**src/rtl/pipe_pkg.sv**
```systemverilog
// Shared definitions for the pipe_skid slice: state encodings and the
// width of the optional stall statistics counter.
package pipe_pkg;

  typedef enum logic [1:0] {
    EMPTY = 2'd0,
    ONE   = 2'd1,
    FULL  = 2'd2
  } state_t;

  localparam int STALL_W = 16;

endpackage

```
**src/rtl/pipe_skid_ctrl.sv**
```systemverilog
// Control half of the two-entry skid buffer: occupancy state machine and
// the write-enable / mux-select decode for the data registers.
module pipe_skid_ctrl
  import pipe_pkg::*;
(
  input  logic clk,
  input  logic reset,
  input  logic flush,
  input  logic in_valid,
  input  logic out_ready,
  output logic main_we,
  output logic skid_we,
  output logic sel_skid,
  output logic in_ready,
  output logic out_valid
);

  state_t state, state_nxt;
  logic   in_fire, out_fire;

  // Handshake outputs come only from the registered state, so neither
  // in_valid nor out_ready has a combinational path to them.
  assign out_valid = (state != EMPTY);
  assign in_ready  = (state != FULL);
  assign in_fire   = in_valid & in_ready;
  assign out_fire  = out_valid & out_ready;

  always_ff @(posedge clk or negedge reset) begin
    if (!reset) state <= EMPTY;
    else        state <= state_nxt;
  end

  always_comb begin
    state_nxt = state;
    main_we   = 1'b0;
    skid_we   = 1'b0;
    sel_skid  = 1'b0;
    if (flush) begin
      // Flush only moves the state; both data registers keep their contents.
      state_nxt = EMPTY;
    end else begin
      unique case (state)
        EMPTY: begin
          if (in_fire) begin
            main_we   = 1'b1;
            state_nxt = ONE;
          end
        end
        ONE: begin
          if (in_fire && out_fire) begin
            main_we = 1'b1;
          end else if (in_fire) begin
            skid_we   = 1'b1;
            state_nxt = FULL;
          end else if (out_fire) begin
            state_nxt = EMPTY;
          end
        end
        FULL: begin
          if (out_fire) begin
            main_we   = 1'b1;
            sel_skid  = 1'b1;
            state_nxt = ONE;
          end
        end
        default: state_nxt = EMPTY;
      endcase
    end
  end

endmodule

```
**src/rtl/pipe_skid.sv**
```systemverilog
// Two-entry skid buffer (main + skid register) with valid/ready on both sides.
// Optional saturating stall counter enabled by defining PIPE_SKID_STATS_EN.
module pipe_skid
  import pipe_pkg::*;
#(
  parameter int N = 32
) (
  input  logic         clk,
  input  logic         reset,
  input  logic         flush,
  input  logic         in_valid,
  output logic         in_ready,
  input  logic [N-1:0] in,
  output logic         out_valid,
  input  logic         out_ready,
  output logic [N-1:0] out
`ifdef PIPE_SKID_STATS_EN
  ,
  output logic [STALL_W-1:0] stall_count
`endif
);

  logic [N-1:0] main_q, skid_q;
  logic         main_we, skid_we, sel_skid;

  pipe_skid_ctrl u_ctrl (
    .clk       (clk),
    .reset     (reset),
    .flush     (flush),
    .in_valid  (in_valid),
    .out_ready (out_ready),
    .main_we   (main_we),
    .skid_we   (skid_we),
    .sel_skid  (sel_skid),
    .in_ready  (in_ready),
    .out_valid (out_valid)
  );

  // Main refills from the skid entry when draining FULL, otherwise from the input.
  always_ff @(posedge clk or negedge reset) begin
    if (!reset)       main_q <= '0;
    else if (main_we) main_q <= sel_skid ? skid_q : in;
  end

  always_ff @(posedge clk or negedge reset) begin
    if (!reset)       skid_q <= '0;
    else if (skid_we) skid_q <= in;
  end

  assign out = main_q;

`ifdef PIPE_SKID_STATS_EN
  // Counts cycles where a word waits on downstream; survives flush by design.
  always_ff @(posedge clk or negedge reset) begin
    if (!reset)
      stall_count <= '0;
    else if (out_valid && !out_ready && (stall_count != '1))
      stall_count <= stall_count + STALL_W'(1);
  end
`endif

endmodule

```
**config.mk**
```make
export PLATFORM = sky130hd
export DESIGN_NAME = pipe_skid
export DESIGN_NICKNAME = d
export VERILOG_FILES = /design/src/rtl/pipe_pkg.sv /design/src/rtl/pipe_skid_ctrl.sv /design/src/rtl/pipe_skid.sv
export SDC_FILE = /design/constraint.sdc
export NUM_CORES = 1
export LEC_CHECK = 0
export ABC_CLOCK_PERIOD_IN_PS = 3400
export CORE_ASPECT_RATIO = 0.9
export CORE_MARGIN = 8
export CORE_UTILIZATION = 49
export CTS_CLUSTER_DIAMETER = 30
export CTS_CLUSTER_SIZE = 12
export DETAILED_ROUTE_END_ITERATION = 12
export GPL_ROUTABILITY_DRIVEN = 0
export HOLD_SLACK_MARGIN = 0.06
export PLACE_DENSITY = 0.79
export SETUP_SLACK_MARGIN = 0.5
export SYNTH_ARGS = -nofsm -noshare
export SYNTH_HDL_FRONTEND = slang
export SYNTH_HIERARCHICAL = 1
export SYNTH_SLANG_ARGS = --single-unit
```
**constraint.sdc**
```tcl
create_clock -name clk -period 3.4 [get_ports clk]
set_input_delay 0.34 -clock clk [delete_from_list [all_inputs] [get_ports clk]]
set_output_delay 0.34 -clock clk [all_outputs]
set_load 0.03 [all_outputs]
```
# After elaboration in Yosys (flattened, before gate mapping)
# Index checks and enable logic that the tools add are counted.
[word_totals]
ff_bits = 66
latch_bits = 0
ramBits = 0
mem_bits_ro = 0
inputBits = 37
mem_count = 0
[classes]
addsub = 0
multipliers = 0
div_mod_pow = 0
n_lt_le_gt_ge = 0
n_eq_ne = 7
n_shift = 0
muxes = 18
bitwise = 2
n_reduce_logical = 4
[op_table]
columns = ["cell", "n"]
rows = [
  ["$mux W32", 1],
  ["$mux W2", 6],
  ["$mux W1", 9],
  ["$ne A3 B2 Y1 const B", 2],
  ["$pmux W2 S3", 1],
  ["$ne A4 B2 Y1 const B", 1],
  ["$reduce_and A4 Y1", 1],
  ["$ne A3 B3 Y1 const B", 1],
  ["$pmux W1 S3", 1],
  ["$and A1 B1 Y1", 2],
  ["$eq A2 B1 Y1 const B", 1],
  ["$eq A2 B2 Y1 const B", 1],
  ["$logic_not A2 Y1", 1],
  ["$ne A2 B2 Y1 const B", 1],
  ["$reduce_bool A2 Y1", 1],
  ["$logic_and A1 B1 Y1", 1],
]

# Longest topological paths before layout
# Gate-level depths: netlist (run 1).
[depth]
word_depth = 7
ltp_mapped = 7
mapped_depth_nobuf = 5

# By module
# The synthesis (run 1) kept the hierarchy.
[by_module_without_submodules]
columns = ["module", "n_inst", "cells_each", "area_each_um2", "seq_area_each_um2"]
rows = [
  ["pipe_skid", 1, 207, 2826.5, 1601.5],
  ["pipe_skid_ctrl", 1, 15, 137.6, 50.0],
]

# Least setup slack after synthesis (run 1)
# Ideal clock, no wire load.
[synth_timing]
path_type = "register -> register"
from = "register u_ctrl.state[0]"
to = "register main_q[10], in the netlist out[10]"
t_arrival_ps = 1567
required_ps = 3274
path_slack_ps = 1707
path_stages_with_launch = 7
path_buffers = 2
period_less_slack_ps = 1693
path_cell_list = "dfrtp_1 nand2b_1 nor3b_1 buf_6 buf_12 mux2i_1 a21oi_1"
[synth_between]
elab_chain_len = 6
[synth_rtl]
columns = ["element", "line_no", "text"]
rows = [
  ["start: declaration", "pipe_skid_ctrl.sv:18", "state_t state, state_nxt;"],
  ["start signal: assignment", "pipe_skid_ctrl.sv:30", "else state <= state_nxt;"],
  ["$ne A2 B2 Y1 *", "pipe_skid_ctrl.sv:24", "assign in_ready = (state != FULL);"],
  ["named net in_ready", "pipe_skid.sv:12", "output logic in_ready,"],
  ["$and A1 B1 Y1 *", "pipe_skid_ctrl.sv:25", "assign in_fire = in_valid & in_ready;"],
  ["$logic_and A1 B1 Y1", "pipe_skid_ctrl.sv:50", "if (in_fire && out_fire) begin"],
  ["$mux W1", "pipe_skid_ctrl.sv:50", ""],
  ["$pmux W1 S3 *", "pipe_skid_ctrl.sv:42", "unique case (state)"],
  ["$mux W1 *", "pipe_skid_ctrl.sv:38", "if (flush) begin"],
  ["end signal: assignment", "pipe_skid.sv:42", "else if (main_we) main_q <= sel_skid ? skid_q : in;"],
  ["end: declaration", "pipe_skid.sv:23", "logic [N-1:0] main_q, skid_q;"],
]
# The timed path passes the listed nets; every way through them passes the cells marked *.
# A chain may end at the register's enable or synchronous reset.

# Worst setup path after layout (run 1)
[layout_timing]
from = "input port in_valid"
to = "register main_q[23], in the netlist out[23]"
[layout_between]
elab_chain_len = 5
[layout_rtl]
columns = ["element", "line_no", "text"]
rows = [
  ["start: declaration", "pipe_skid.sv:11", "input logic in_valid,"],
  ["$and A1 B1 Y1 *", "pipe_skid_ctrl.sv:25", ""],
  ["$logic_and A1 B1 Y1", "pipe_skid_ctrl.sv:50", ""],
  ["$mux W1", "pipe_skid_ctrl.sv:50", ""],
  ["$pmux W1 S3 *", "pipe_skid_ctrl.sv:42", ""],
  ["$mux W1 *", "pipe_skid_ctrl.sv:38", ""],
  ["named net main_we", "pipe_skid.sv:24", "logic main_we, skid_we, sel_skid;"],
]
# Marked as above.

==> run metrics, run 1 <==
Mean Syn Cell Area 13.4 um^2; hold_ws 0.0672 ns; endpoint class of the critical path flip-flop; first-iteration detailed-routing DRC count 89; PostCTS Resize Cnt 0; outcome finished clean; routed vias 1908; Detailed Route WL 6060 um; max_cap viols 0; slowest stage cell, crit path a21oi_4; Yosys reg bits 66; height of the die 89.8 um; syn_nets 259; Peak VDD IR 0.315 mV; antenna violations before repair 0; hpwl dp 4130 um; CTS tree yes; post-synth top area cell dfrtp_1; Top delay family on crit path compound AO/OA/AOI/OAI gates; initial core utilization 0.496; GRT Resource Usage Total 0.147; Placed Area 3660 um^2; Synth area leaders dfrtp_1, mux2_4, mux2i_1, a21oi_1, nor2_1; Die X-Extent 98.0 um; total power 2.31 mW; CORE AREA 5980 um^2; GRT overflow 0; crit-path cells clkdlybuf4s50_1, nor2b_1, nand2_1, a21oi_4, buf_12, nor2_1, a21oi_1; Rows 27; crit-path max cell delay 0.62 ns; Finished Layout Cells 369; P_leak 1.59 nW; nets 329; layout cells sized above 1 0.182; CTS Buffer Depth 2; Worst Path Arrival 2.30 ns; port bufs 70; Final Util 0.646; Unique masters post-synth 19; Sinks on Clock Net 66; CP Launch Type primary input; WP buf/inv 2; synthesized area 2960 um^2; register area share after synthesis 0.557; postcts setup bufs 0; Die ar. 8800 um^2; later-pin clock latency in the skew report 0.32 ns; post-layout min period 2.06 ns; worst slew pin tran 0.732 ns; final hold violations 0; ANT nets after route 0; H-Tree Depth 3; first-pass GRT wire length 10400 um; Max Freq 487 MHz; CP Max Fanout 36; vias in the first global route 2126; CTS root buffer clkbuf_8; setup TNS 0 ns; diode count 0; final instance area 3860 um^2; max-slew violations 0; total CTS buffers 9; fin crit share 0.604; pwr dens 599 nW/um^2; Area Growth Syn to Fin 30.2%; share of Yosys cell area claimed by the top area cell type 0.557; Syn. warnings 6; Rel. slew slack 0.511; Hold Crit Class primary input to asynchronous set/reset pin; Gate Count Post-Synth 222; Setup Viol. Count Final 0; setup slack at placement 1.03 ns; worst path required time 3.64 ns; placed cell count 353; DRC violations left 0; Crit Path Class primary input to flip-flop; DR pass1 iterations 4; Avg WL per Cell 16.4 um; Hold Buf Count CTS 0; RSZ-0062 raised after global routing false; average vias per placed instance 5.17; largest net degree at the start of global routing 37; fin worst setup slack 1.34 ns; Clock Skew 0.00518 ns; # IOs 71; clk slew on worst S/H paths 0.06 ns
## state kept, by name, indices dropped and copies added (netlist names)
register and flops:
u_ctrl/state 2, skid_q 32, out 32
## path summary, 6_finish.rpt
| check | slack (ns) | startpoint | endpoint | cells past startpoint |
|---|---|---|---|---|
| setup reg to reg | 1.42 | u_ctrl/state[1]$_DFFE_PN0P_ | out[23]$_DFFE_PN0P_ | 6 |
| max in group asynchronous | 2.43 | reset | u_ctrl/state[1]$_DFFE_PN0P_ | 2 |
| hold / removal | 0.07 | reset | skid_q[31]$_DFFE_PN0P_ | 1 |
| hold reg to reg | 0.51 | skid_q[31]$_DFFE_PN0P_ | skid_q[31]$_DFFE_PN0P_ | 1 |
| setup / recovery | 1.34 | in_valid | out[23]$_DFFE_PN0P_ | 7 |
| min in group clk | 0.51 | skid_q[31]$_DFFE_PN0P_ | skid_q[31]$_DFFE_PN0P_ | 1 |
## layer usage
metal,global-route usage,up-vias,wire [um]
met3,0.0593,9,386
li1,-,918,-
met5,0,-,0
met1,0.171,938,2660
met2,0.241,43,2960
met4,0.0441,0,59
## cell usage after synthesis
master / instances
mux2i_1: 32
nand3b_1: 1
a21oi_1: 33
mux2_2: 2
buf_2: 7
buf_12: 3
dfrtp_1: 66
a31oi_1: 1
nand2b_1: 1
nor2b_1: 1
buf_6: 5
nand2b_4: 1
or3_1: 1
nor3b_1: 2
mux2_4: 30
or2_1: 1
nand2_1: 2
nor2_1: 32
a211oi_1: 1
## placed cells by master (no fill, tap or decap), types with 2 or more instances in the layout
cell	n
clkdlybuf4s50_1	69
dfrtp_1	66
mux2i_1	32
nor2_1	32
a21oi_1	32
mux2_4	30
clkbuf_8	11
clkbuf_1	3
buf_4	3
mux2_2	2
nor3b_2	2
nand2_1	2
## layout make-up
cell class	count	area, um^2
Fill cell	477	2120
Timing Repair Buffer	74	738
Tap cell	72	90.1
Clock buffer	14	163
Sequential cell	66	1650
Multi-Input combinational cell	141	1180
Clock inverter	2	35.0
## report_power, final
group	internal, mW	leakage (nW)	switching, mW	total, mW
clock network	0.379	0.101	0.268	0.647
logic	0.325	0.718	0.280	0.605
registers	0.958	0.773	0.102	1.06
total	1.66	1.59	0.650	2.31
## logic make-up after synthesis
family                 share of synthesized area
flip-flops                                 0.557
multiplexers                               0.268
AND/OR/NAND/NOR                           0.0637
AO/OA/AOI/OAI                             0.0604
buffers and inverters                     0.0511
Power figures use the tool's default switching activity.
==> run 2, diff against run 1 <==
ABC_CLOCK_PERIOD_IN_PS = 1950   (was 3400)
clock period = 1.95 ns   (was 3.4 ns; I/O delays follow)
==> run 2 against run 1 <==
Compared with the run above:
- critical path depth rose by 1
- sequential power increased by 75%
- largest power group unchanged
- power grew 75%
- wire length up 21%
- first-iteration DRC count decreased by 22%
- sequential share of layout area is 4.4 points lower
- clock power rose by 73%
- clock skew up 0.0028 ns
- design area is 12% higher
==> run metrics, run 2 (same netlist as run 1, synthesis figures left out) <==
worst path required time 2.21 ns; Detailed Route WL 7330 um; max_cap viols 0; GRT overflow 0; most frequent cells in the layout dfrtp_1, clkdlybuf4s50_1, dlygate4sd2_1; hpwl dp 4350 um; largest net degree at the start of global routing 35; Crit Path Class flip-flop to flip-flop; slowest stage cell, crit path dfrtp_2; initial core utilization 0.496; Worst Path Arrival 1.85 ns; final hold violations 0; clk slew on worst S/H paths 0.08 ns; Rel. slew slack 0.604; vias in the first global route 2202; routed vias 2084; CTS tree yes; P_leak 1.83 nW; port bufs 70; setup TNS 0 ns; crit-path max cell delay 0.44 ns; Rows 27; # IOs 71; diode count 0; antenna violations before repair 0; CP Launch Type flip-flop; RSZ-0062 raised after global routing true; CTS root buffer clkbuf_8; Die ar. 8800 um^2; pwr dens 941 nW/um^2; Setup Viol. Count Final 0; placed cell count 357; Finished Layout Cells 393; CORE AREA 5980 um^2; height of the die 89.8 um; average vias per placed instance 5.30; Area Growth Syn to Fin 45.4%; Avg WL per Cell 18.6 um; Hold Crit Class primary input to asynchronous set/reset pin; layout cells sized above 1 0.280; CTS Buffer Depth 2; Max Freq 626 MHz; outcome finished clean; total CTS buffers 9; CP Max Fanout 17; DR pass1 iterations 4; Die X-Extent 98.0 um; GRT Resource Usage Total 0.166; max-slew violations 0; endpoint class of the critical path flip-flop; crit-path cells nor2b_2, buf_6, nand2_4, a21oi_4, buf_4, buf_12, nor2_1, a21oi_1; most common cell after layout, fill and taps aside dfrtp_1; Sinks on Clock Net 66; Clock Skew 0.00797 ns; Peak VDD IR 0.452 mV; first-iteration detailed-routing DRC count 69; ANT nets after route 0; H-Tree Depth 3; later-pin clock latency in the skew report 0.34 ns; DRC violations left 0; worst slew pin tran 0.593 ns; first-pass GRT wire length 11600 um; nets 353; post-layout min period 1.60 ns; fin crit share 0.820
## run 2: cell types whose count changed in the layout (fill, tap and decap cells not counted), moves of 3 or more
| cell | previous run | this run |
|---|---|---|
| buf_4 | 3 | 6 |
| mux2i_1 | 32 | 29 |
| dlygate4sd2_1 | 0 | 33 |
| buf_12 | 1 | 8 |
| clkbuf_1 | 3 | 0 |
| buf_6 | 0 | 6 |
| clkdlybuf4s50_1 | 69 | 35 |
| buf_16 | 0 | 5 |
## run 2: layout make-up
cell class	count	area, um^2
multi-input cells	141	1250
flip-flops and latches	66	1650
repair buffers	98	1130
clock buffers	9	124
fillers	416	1670
clock inverters	7	68.8
well taps	72	90.1
## run 2: power breakdown
group | internal (mW) | switching [mW] | total (mW)
clock network | 0.588 | 0.537 | 1.12
registers | 1.67 | 0.179 | 1.85
logic | 0.554 | 0.528 | 1.08
total | 2.81 | 1.24 | 4.06
## run 2: through the flow
stage	util	power, mW	hold slack [ns]	setup slack (ns)	area (um^2)
after CTS	0.710	4.05	0.418	0.367	4240
after detailed placement	0.633	2.95	0.225	0.0323	3790
final	0.721	4.06	0.415	0.352	4310
after floorplan	-	2.48	-0.101	0.471	2990
after global routing	0.721	4.24	0.450	0.280	4310
after global placement	0.633	2.92	0.222	0.0685	3790
## run 2: layer usage
metal  vias to the layer above  routed length (um)  share of wire  GRT usage
met4                         0                  82          0.011     0.0610
met3                        11                 405          0.055     0.0501
met2                        57                3480           0.48      0.263
li1                        967                   -              -          -
met5                         -                   0              0          0
met1                      1049                3360           0.46      0.209
## run 2: repair_timing
action,CTS,global route
hold buffers,1,0
resized for setup,57,4
cloned,6,1
setup buffers,9,3
endpoints found under the setup margin,98,65
pin swaps,8,3
hold endpoints to repair,23,0
## run 2: path summary, 6_finish.rpt
check	from	endpoint	slack (ns)	cells past startpoint
min in group clk	in[15]	skid_q[15]$_DFFE_PN0P_	0.50	2
worst max register to register	u_ctrl/state[1]$_DFFE_PN0P_	out[11]$_DFFE_PN0P_	0.35	8
worst min-delay path	reset	skid_q[21]$_DFFE_PN0P_	0.42	2
worst min register to register	skid_q[5]$_DFFE_PN0P_	skid_q[5]$_DFFE_PN0P_	0.51	1
max in group asynchronous	reset	u_ctrl/state[1]$_DFFE_PN0P_	0.95	3
worst max-delay path	u_ctrl/state[1]$_DFFE_PN0P_	out[11]$_DFFE_PN0P_	0.35	8
## run 2: critical path: cells and delay by family, from the launching register on
kind                   cells  cell delay (ns)
and+or+nand+nor            3             0.28
AOI/OAI and AO/OA          2             0.37
buffers and inverters      3             0.42
DFF                        1             0.44
